[src/rtl/latch_bank_if.sv]
// Bus bundle between the two write requesters, the latch bank controller and the
// external D-latch bank it drives.
interface latch_bank_if #(
   parameter int WIDTH = 8,
   parameter int DEPTH = 4
);
   logic             req0;
   logic             req1;
   logic [1:0]       addr0;
   logic [1:0]       addr1;
   logic [WIDTH-1:0] data0;
   logic [WIDTH-1:0] data1;
   logic             ack0;
   logic             ack1;
   logic [DEPTH-1:0] latch_en;
   logic [WIDTH-1:0] latch_d;
   logic             busy;

   modport master (
      output req0, req1, addr0, addr1, data0, data1,
      input  ack0, ack1, latch_en, latch_d, busy
   );

   modport slave (
      input  req0, req1, addr0, addr1, data0, data1,
      output ack0, ack1, latch_en, latch_d, busy
   );
endinterface

[src/rtl/latch_bank_ctrl.sv]
// Round-robin write sequencer for a 4-entry external D-latch bank (SETUP/ENABLE/HOLD/DONE).
// Define HOLD_STRETCH_EN to stretch HOLD to two cycles.
module latch_bank_ctrl #(
   parameter int WIDTH = 8
) (
   input  logic         clk,
   input  logic         rst,
   latch_bank_if.slave  bus
);
   localparam int DEPTH = 4;

   typedef enum logic [2:0] {
      IDLE   = 3'd0,
      SETUP  = 3'd1,
      ENABLE = 3'd2,
      HOLD   = 3'd3,
      DONE   = 3'd4
   } state_t;

   state_t           state_r;
   state_t           next_state_s;
   logic             grant_r;
   logic             last_r;
   logic [1:0]       addr_r;
   logic             win_s;
   logic [1:0]       win_addr_s;
   logic [WIDTH-1:0] win_data_s;
`ifdef HOLD_STRETCH_EN
   logic             hold_cnt_r;
`endif

   function automatic logic [DEPTH-1:0] addr_onehot(input logic [1:0] a);
      addr_onehot = {{(DEPTH-1){1'b0}}, 1'b1} << a;
   endfunction

   // Round-robin winner: on a tie the requester not granted last time wins.
   always_comb begin
      win_s = 1'b0;
      if (bus.req0 && bus.req1) begin
         win_s = ~last_r;
      end else if (bus.req1) begin
         win_s = 1'b1;
      end else begin
         win_s = 1'b0;
      end
      win_addr_s = win_s ? bus.addr1 : bus.addr0;
      win_data_s = win_s ? bus.data1 : bus.data0;
   end

   // Next-state decode of the write sequence.
   always_comb begin
      next_state_s = state_r;
      case (state_r)
         IDLE: begin
            if (bus.req0 || bus.req1) begin
               next_state_s = SETUP;
            end else begin
               next_state_s = IDLE;
            end
         end
         SETUP:  next_state_s = ENABLE;
         ENABLE: next_state_s = HOLD;
         HOLD: begin
`ifdef HOLD_STRETCH_EN
            if (hold_cnt_r) begin
               next_state_s = DONE;
            end else begin
               next_state_s = HOLD;
            end
`else
            next_state_s = DONE;
`endif
         end
         DONE:    next_state_s = IDLE;
         default: next_state_s = IDLE;
      endcase
   end

   // State, capture and registered outputs; outputs are decoded from next state so they align with it.
   always_ff @(posedge clk or posedge rst) begin
      if (rst) begin
         state_r      <= IDLE;
         grant_r      <= 1'b0;
         last_r       <= 1'b1;
         addr_r       <= 2'd0;
         bus.latch_d  <= '0;
         bus.latch_en <= '0;
         bus.ack0     <= 1'b0;
         bus.ack1     <= 1'b0;
         bus.busy     <= 1'b0;
      end else begin
         state_r      <= next_state_s;
         bus.busy     <= (next_state_s != IDLE);
         bus.latch_en <= (next_state_s == ENABLE) ? addr_onehot(addr_r) : {DEPTH{1'b0}};
         bus.ack0     <= (next_state_s == DONE) && !grant_r;
         bus.ack1     <= (next_state_s == DONE) && grant_r;
         if ((state_r == IDLE) && (next_state_s == SETUP)) begin
            grant_r     <= win_s;
            last_r      <= win_s;
            addr_r      <= win_addr_s;
            bus.latch_d <= win_data_s;
         end
      end
   end

`ifdef HOLD_STRETCH_EN
   // Counts the two HOLD cycles.
   always_ff @(posedge clk or posedge rst) begin
      if (rst) begin
         hold_cnt_r <= 1'b0;
      end else begin
         hold_cnt_r <= (state_r == HOLD) ? ~hold_cnt_r : 1'b0;
      end
   end
`endif
endmodule

[src/flat_wrapper.sv]
// flat-port wrapper written by rule: the top's interface ports become plain ports
module latch_bank_ctrl_flat 
#(
   parameter int WIDTH = 8
)
  (clk, rst, bus_req0, bus_req1, bus_addr0, bus_addr1, bus_data0, bus_data1, bus_ack0, bus_ack1, bus_latch_en, bus_latch_d, bus_busy);
  latch_bank_if #(.WIDTH(WIDTH), .DEPTH(4)) bus_i ();
  input  logic clk;
  input  logic rst;
  input wire logic [$bits(bus_i.req0)-1:0] bus_req0;
  input wire logic [$bits(bus_i.req1)-1:0] bus_req1;
  input wire logic [$bits(bus_i.addr0)-1:0] bus_addr0;
  input wire logic [$bits(bus_i.addr1)-1:0] bus_addr1;
  input wire logic [$bits(bus_i.data0)-1:0] bus_data0;
  input wire logic [$bits(bus_i.data1)-1:0] bus_data1;
  output wire logic [$bits(bus_i.ack0)-1:0] bus_ack0;
  output wire logic [$bits(bus_i.ack1)-1:0] bus_ack1;
  output wire logic [$bits(bus_i.latch_en)-1:0] bus_latch_en;
  output wire logic [$bits(bus_i.latch_d)-1:0] bus_latch_d;
  output wire logic [$bits(bus_i.busy)-1:0] bus_busy;
  assign bus_i.req0 = bus_req0;
  assign bus_i.req1 = bus_req1;
  assign bus_i.addr0 = bus_addr0;
  assign bus_i.addr1 = bus_addr1;
  assign bus_i.data0 = bus_data0;
  assign bus_i.data1 = bus_data1;
  assign bus_ack0 = bus_i.ack0;
  assign bus_ack1 = bus_i.ack1;
  assign bus_latch_en = bus_i.latch_en;
  assign bus_latch_d = bus_i.latch_d;
  assign bus_busy = bus_i.busy;
  latch_bank_ctrl #(.WIDTH(WIDTH)) u_core (.clk(clk), .rst(rst), .bus(bus_i));
endmodule
[config.mk]
export PLATFORM = sky130hd
export DESIGN_NAME = latch_bank_ctrl_flat
export DESIGN_NICKNAME = d
export VERILOG_FILES = /design/src/rtl/latch_bank_if.sv /design/src/rtl/latch_bank_ctrl.sv /design/src/flat_wrapper.sv
export SDC_FILE = /design/constraint.sdc
export NUM_CORES = 1
export LEC_CHECK = 0
export CAP_MARGIN = 20
export CORE_AREA = 2 2 51 53
export CTS_CLUSTER_DIAMETER = 120
export CTS_CLUSTER_SIZE = 28
export DETAILED_ROUTE_END_ITERATION = 12
export DIE_AREA = 0 0 53 55
export HOLD_SLACK_MARGIN = 0.03
export PLACE_DENSITY = 0.85
export SETUP_SLACK_MARGIN = 0.4
export SLEW_MARGIN = 25
export SYNTH_ARGS = -nofsm -noshare
export SYNTH_HDL_FRONTEND = slang
export SYNTH_SLANG_ARGS = --single-unit
[constraint.sdc]
create_clock -name clk -period 1.4 [get_ports clk]
set_input_delay 0.21 -clock clk [delete_from_list [all_inputs] [get_ports clk]]
set_output_delay 0.21 -clock clk [all_outputs]
set_load 0.1 [all_outputs]
==> results of run 1 <==
final cells by class:
cell class | count | area, sq um
clock buffer | 4 | 26.3
fill | 157 | 676
inverter | 2 | 7.51
multi-input combinational | 47 | 410
sequential | 22 | 562
tap | 30 | 37.5
timing repair buffer | 52 | 646
kinds of logic (layout without fill, tap and decap cells):
logic type | Yosys count | in the layout | synth area share (%)
AOI/OAI and AO/OA | 23 | 23 | 23.1
DFF | 22 | 22 | 58.8
and+or+nand+nor | 22 | 23 | 13.5
buffers and inverters | 5 | 58 | 3.73
xor gates and xnor gates | 1 | 1 | 0.934
worst max-delay path by stage:
stage                                                    to                   startpoint  depth (start not counted)  slack (ps)
final                          u_core.addr_r[0]$_DFFE_PP0P_  u_core.state_r[0]$_DFF_PP0_                          4         140
after CTS                      u_core.addr_r[0]$_DFFE_PP0P_  u_core.state_r[0]$_DFF_PP0_                          4         150
after global placement         u_core.addr_r[0]$_DFFE_PP0P_                     bus_req1                          4        -160
after global routing      u_core.bus.latch_d[6]$_DFFE_PP0P_  u_core.state_r[0]$_DFF_PP0_                          5          70
after detailed placement  u_core.bus.latch_d[4]$_DFFE_PP0P_                     bus_req1                          4        -220
after floorplan                u_core.addr_r[0]$_DFFE_PP0P_  u_core.state_r[2]$_DFF_PP0_                          3         110
cells in the final DEF, fill, tap and decap left out, drive strengths merged:
cell,instances
or2,1
clkdlybuf4s50,21
clkbuf,4
a21boi,1
nor2,7
nand3,3
dlygate4sd2,2
inv,2
a21o,10
o221a,10
buf,29
dfstp,1
a22o,2
nor3,6
and2,1
nand2b,1
dfrtp,21
xnor2,1
nand2,4
metal layers:
metal / wire, um / track usage (%) / up-vias / share of wire (%)
met3: 174 / 4.84 / 0 / 7.3
li1: - / - / 381 / -
met1: 895 / 20.8 / 393 / 38
met4: 0 / 3.42 / 0 / 0
met2: 1300 / 35.4 / 33 / 55
met5: 0 / 0 / - / 0
sequential cells by signal, summed over array words and instances (netlist names):
name / count
u_core.bus.busy: 1
u_core.bus.ack0: 1
u_core.bus.ack1: 1
u_core.bus.latch_en: 4
u_core.last_r: 1
u_core.bus.latch_d: 8
u_core.state_r: 3
u_core.addr_r: 2
u_core.grant_r: 1
tightest hold or removal path, stage by stage:
cell,delay (ps)
clkdlybuf4s50_1,400
inv_1,60
buf_4,270
repair_timing:
action                                  4_1_cts  5_1_grt
hold endpoints to repair                      0        0
pin swaps                                     5        3
gates resized for setup                      17        0
endpoints found under the setup margin       33       32
gates cloned                                  1        0
buffers inserted                              5        1
stage by stage:
step	TNS [ps]	cell area [sq um]	hold WS (ps)
after floorplan	0	951	198
after global placement	-1550	1550	442
after detailed placement	-2080	1550	451
after CTS	0	1680	261
after global routing	0	1690	270
final	0	1690	251
==> impl_metrics.toml, run 1 <==
[place]
portBuffers = 38
gp_congestion = 0.786
pre_cts_slack_ps = -217
dp_cells = 146
hpwl_um = 1650

[clocking]
clock_sinks = 22
cts_tree = "built"
clk_pin_slew_ps = 110
cts-root-buf = "clkbuf_4"
htree_levels = 1
hold_buffers = 0
cts_buffers = 3
clockBufferDepth = 2
clk_latency_ps = 290

[layout]
drive_above_1_share_pct = 44.1
finalNonFillerCells = 157
utilization_pct = 71.4
n_antenna_cell = 0
area_delta_synth_final_pct = 80.0
nNetsFinal = 152

[worst_setup_path]
worst_r2r_path_depth = 4
crit_family = "flip-flops"
crit_chain = "nor3_4 -> buf_6 -> nand3_4 -> o221a_1"
path_buf_inv = 1
r2r_start = "u_core.state_r[0]$_DFF_PP0_"
endpoint_kind = "flop"
crit_slowest_cell = "dfrtp_1"
slowest_delay_ps = 420
critPathRequiredTime_ps = 1590
rrSetupSlack_ps = 140
start_kind = "flop"
cp_max_fo = 5
worst-setup-path-type = "flop to flop"
rr_endpoint = "u_core.addr_r[0]$_DFFE_PP0P_"
cp_data_arrival_time_ps = 1440

[die]
placement_rows = 18
io_pins = 39
chipHeight_um = 55
dieArea_sq_mm = 0.00292
start_util_pct = 39.7
coreArea_sq_mm = 0.00236
die_x_um = 53

[sta]
skew_ps = 1.88
tightest_slew_ps = 269
clock.fmax_ghz = 0.796
slew_viol_final = 0
relSlewSlack_pct = 82.0
rsz0062_at_grt = "true"
fin_crit_ps = 1260
period_share_pct = 89.7
finalHoldViolCount = 0
fin_ws_ps = 144
setup_viol = 0

[yosys]
yosys.area.top_type_share_pct = 56.0
synth_common_cells = "dfrtp_1, o221a_1, a21o_1, nor2_1, nor3_1"
synth_edf_count = 0
synth.distinct_cells = 21
synthArstFlopShare_pct = 100
synth_largest_area_cell = "dfrtp_1"
yosys_warnings = 0
synth_flop_cell = "dfrtp_1"
ys_seq_area_share_pct = 58.8
ys_ff_latch = 22
synth_nets = 97
synth_most_common_cell = "dfrtp_1"
synth_area_leaders = "dfrtp_1, o221a_1, a21o_1"
netlist_area_sq_um = 938
avgSynthCellArea_sq_um = 12.9
syn_inst = 73

[drt]
vias = 807
ant_nets = 0
vias_per_cell = 5.14
drt_iter0_drc = 9
dr.pass1.iters = 4
remaining_drc_errors = 0
wire_per_inst_um = 15.1
drt_wl_total_um = 2370

[global_routing]
antenna_found_initial = 0
grt_pass1_vias = 884
grt_pass1_wl_um = 3890
grt_max_degree = 23
grtUsageTotal_pct = 18.5
grt_overflow_total = 0

[outcome]
outcome = "finished clean"

[flow_run]
drv_cap = 0

[min_path]
hold_class = "input pin to asynchronous set/reset pin"
Power of run 1 is not shown: default switching activity piles up to over one toggle a cycle in this logic, so the estimate is an artifact.
==> run 2, diff against run 1 <==
Settings changed: HOLD_SLACK_MARGIN 0.03 to 0.05.
Clock period 1.4 ns to 1.3 ns, I/O delays scaled along.
==> impl_metrics.toml, run 2 (synthesis gave the netlist of run 1 again) <==
[drt]
remaining_drc_errors = 0
drt_iter0_drc = 1
drt_wl_total_um = 2480
ant_nets = 0
vias_per_cell = 5.20
dr.pass1.iters = 3
vias = 821
wire_per_inst_um = 15.7

[place]
hpwl_um = 1660
pre_cts_slack_ps = -318
gp_congestion = 0.787
portBuffers = 38

[worst_setup_path]
path_buf_inv = 1
crit_family = "flip-flops"
crit_slowest_cell = "dfrtp_1"
slowest_delay_ps = 430
crit_chain = "nor3_4 -> buf_12 -> nand3_4 -> o221a_1"
start_kind = "flop"
endpoint_kind = "flop"
cp_data_arrival_time_ps = 1460
worst-setup-path-type = "flop to flop"
critPathRequiredTime_ps = 1490
cp_max_fo = 5

[flow_run]
drv_cap = 0

[layout]
register_area_sq_um = 562
nNetsFinal = 153
n_antenna_cell = 0
drive_above_1_share_pct = 51.6
reg_top3 = "u_core.bus.latch_d (8), u_core.bus.latch_en (4), u_core.state_r (3)"
n_fill_cell = 156
final_common_cell = "clkdlybuf4s50_1"
area_delta_synth_final_pct = 89.1
largest_reg_flops = 8
utilization_pct = 75.0
largest-register = "u_core.bus.latch_d"
multi_input_area_sq_um = 464
final_cell_mix = "clkdlybuf4s50_1, buf_12, dfrtp_1"

[clocking]
clk_pin_slew_ps = 110
hold_buffers = 0
clock_sinks = 22
htree_levels = 1
clockBufferDepth = 2
cts_buffers = 3
cts-root-buf = "clkbuf_4"
clk_latency_ps = 290
cts_tree = "built"

[die]
io_pins = 39
dieArea_sq_mm = 0.00292
placement_rows = 18
start_util_pct = 39.7
die_x_um = 53
coreArea_sq_mm = 0.00236
chipHeight_um = 55

[global_routing]
grt_overflow_total = 0
grtUsageTotal_pct = 18.3
antenna_found_initial = 0
grt_pass1_wl_um = 3810
grt_pass1_vias = 852
grt_max_degree = 23

[sta]
slew_viol_final = 0
holdWs_ps = 232
tightest_slew_ps = 267
fin_ws_ps = 21.6
rsz0062_at_grt = "true"
clock.fmax_ghz = 0.782
setup_viol = 0
period_share_pct = 98.3
finalHoldViolCount = 0
fin_crit_ps = 1280
skew_ps = 2.90
relSlewSlack_pct = 82.2

[outcome]
outcome = "finished clean"

[min_path]
hold_class = "input pin to asynchronous set/reset pin"
-- run 2: tightest hold or removal path, delay by kind of cell --
| kind | cells | cell delay [ps] |
|---|---|---|
| buffers and inverters | 3 | 730 |
-- run 2: metrics by stage --
stage	cell area [sq um]	setup TNS (ps)	std cells
2_1_floorplan	951	0	73
3_3_place_gp	1550	-2600	146
3_5_place_dp	1550	-3450	146
4_1_cts	1680	0	156
5_1_grt	1770	-17.2	158
6_report	1770	0	158
-- run 2: layout make-up --
| cell class | count | share of cell area (%) |
|---|---|---|
| clock buffers | 4 | 1.48 |
| inverters | 2 | 0.423 |
| multi-input cells | 47 | 26.2 |
| flip-flops and latches | 22 | 31.7 |
| well taps | 30 | 2.12 |
| repair buffers | 53 | 38.2 |
-- run 2: worst paths after layout --
kind | start | endpoint | slack [ps] | depth (start not counted)
setup / recovery | u_core.state_r[0]$_DFF_PP0_ | u_core.bus.latch_d[6]$_DFFE_PP0P_ | 20 | 4
hold / removal | rst | u_core.grant_r$_DFFE_PP0P_ | 230 | 3
setup reg to reg | u_core.state_r[0]$_DFF_PP0_ | u_core.bus.latch_d[6]$_DFFE_PP0P_ | 20 | 4
hold reg to reg | u_core.grant_r$_DFFE_PP0P_ | u_core.bus.ack0$_DFF_PP0_ | 470 | 1
max in group asynchronous | rst | u_core.last_r$_DFFE_PP1P_ | 800 | 3
min in group clk | u_core.grant_r$_DFFE_PP0P_ | u_core.bus.ack0$_DFF_PP0_ | 470 | 1
-- run 2: repair_timing --
action                                  CTS  global route
gates cloned                              1             0
endpoints found under the setup margin   34            36
setup buffers                             5             2
gates resized for setup                  14            18
pin swaps                                 4             6
-- run 2: layer usage --
metal	share of wire [%]	track usage [%]
met4	0	5.56
met5	0	0
met3	7.3	5.11
met2	56	33.5
met1	37	20.8
Power of run 2 is left out for the same reason.
==> run 3, diff against run 2 <==
Settings changed: GPL_TIMING_DRIVEN set to 0.
==> impl_metrics.toml, run 3 (synthesis gave the netlist of run 1 again) <==
[outcome]
outcome = "complete, but fails checks"
violations = "setup timing"

[worst_setup_path]
critPathRequiredTime_ps = 1490
rrSetupSlack_ps = -30
cp_data_arrival_time_ps = 1520
r2r_start = "u_core.state_r[2]$_DFF_PP0_"
endpoint_kind = "flop"
worst-setup-path-type = "flop to flop"
worst_r2r_path_depth = 4
rr_endpoint = "u_core.bus.latch_d[1]$_DFFE_PP0P_"
cp_max_fo = 7
start_kind = "flop"

[die]
placement_rows = 18
coreArea_sq_mm = 0.00236
chipHeight_um = 55
die_x_um = 53
dieArea_sq_mm = 0.00292
start_util_pct = 39.7
io_pins = 39

[drt]
drt_wl_total_um = 2390
remaining_drc_errors = 0
vias = 835
dr.pass1.iters = 4
wire_per_inst_um = 14.9
ant_nets = 0
drt_iter0_drc = 9
vias_per_cell = 5.22

[flow_run]
drv_cap = 0

[global_routing]
grt_overflow_total = 0
grt_pass1_wl_um = 3480
grt_max_degree = 23
antenna_found_initial = 0
grt_pass1_vias = 800
grtUsageTotal_pct = 16.5

[sta]
fin_crit_ps = 1330
setup_viol = 5
relSlewSlack_pct = 68.4
slew_viol_final = 0
tightest_slew_ps = 473
fin_ws_ps = -30.3
period_share_pct = 102
rsz0062_at_grt = "true"
clock.fmax_ghz = 0.752
skew_ps = 13.1
finalHoldViolCount = 0

[clocking]
clk_pin_slew_ps = 120
htree_levels = 1
hold_buffers = 0
clk_latency_ps = 310
cts_buffers = 3
clockBufferDepth = 2
clock_sinks = 22
cts_tree = "built"
cts-root-buf = "clkbuf_4"

[layout]
area_delta_synth_final_pct = 87.3
finalNonFillerCells = 160
drive_above_1_share_pct = 48.5
final_common_cell = "clkdlybuf4s50_1"
nNetsFinal = 155
n_antenna_cell = 0
largest_reg_flops = 8
postLayoutCellArea_sq_mm = 0.00176
reg_top3 = "u_core.bus.latch_d (8), u_core.bus.latch_en (4), u_core.state_r (3)"
final_cell_mix = "clkdlybuf4s50_1, buf_12, dfrtp_1"
largest-register = "u_core.bus.latch_d"

[place]
hpwl_um = 1420
portBuffers = 38
place_area_sq_mm = 0.00137
dp_cells = 141
gp_congestion = 0.694

[min_path]
hold_class = "input pin to asynchronous set/reset pin"
[run 3: changes by cell type in the layout (fill, tap and decap cells not counted), moves of 2 or more]
cell / previous run / this run
nor2_1: 3 / 6
nand2_2: 2 / 0
buf_4: 8 / 11
nor2_2: 2 / 0
dlygate4sd2_1: 2 / 0
nor3_1: 0 / 2
[run 3: what timing repair did]
action	4_1_cts	5_1_grt
setup buffers	6	7
endpoints found under the setup margin	41	37
gates cloned	1	1
resized for setup	145	15
pin swaps	5	5
[run 3: cell type report]
class,instances,area (sq um)
Multi-Input combinational cell,47,424
Buffer,3,37.5
Inverter,2,11.3
Sequential cell,22,563
Tap cell,30,37.5
Fill cell,142,607
Clock buffer,4,26.3
Timing Repair Buffer,52,658
[run 3: how the worst max path moves through the flow]
stage	from	end	slack [ps]	cells past startpoint
finish	u_core.state_r[2]$_DFF_PP0_	u_core.bus.latch_d[1]$_DFFE_PP0P_	-30	4
detailed placement	bus_req1	u_core.bus.latch_d[6]$_DFFE_PP0P_	-410	4
global route	u_core.state_r[2]$_DFF_PP0_	u_core.bus.latch_d[7]$_DFFE_PP0P_	-80	4
floorplan	u_core.state_r[2]$_DFF_PP0_	u_core.addr_r[0]$_DFFE_PP0P_	10	3
CTS	u_core.state_r[0]$_DFF_PP0_	u_core.bus.latch_d[2]$_DFFE_PP0P_	-70	5
global placement	u_core.bus.latch_d[4]$_DFFE_PP0P_	bus_latch_d[4]	-370	1
[run 3: critical path: stages (launching register included)]
cell and delay (ps):
dfrtp_2 460, nor3_4 190, buf_6 180, nand3_4 120
o221a_1 270
[run 3: routing by layer]
metal	wire length [um]	share of wire, %	up-vias	global-route usage, %
met1	922	39	407	20.1
li1	-	-	383	-
met2	1290	54	41	29.4
met4	29	1.2	0	5.13
met5	0	0	-	0
met3	146	6.1	4	3.49
[run 3: through the flow]
| stage | worst slack, ps | TNS, ps | utilization [%] | hold WS [ps] |
|---|---|---|---|---|
| 5_1_grt | -84.1 | -658 | 74.3 | 276 |
| 3_5_place_dp | -411 | -9840 | 57.9 | 447 |
| 4_1_cts | -69.2 | -342 | 68.9 | 248 |
| 2_1_floorplan | 9.95 | 0 | - | 183 |
| 3_3_place_gp | -375 | -9250 | 57.9 | 445 |
| 6_report | -30.3 | -98.9 | 74.3 | 242 |
Power of run 3 is left out for the same reason.
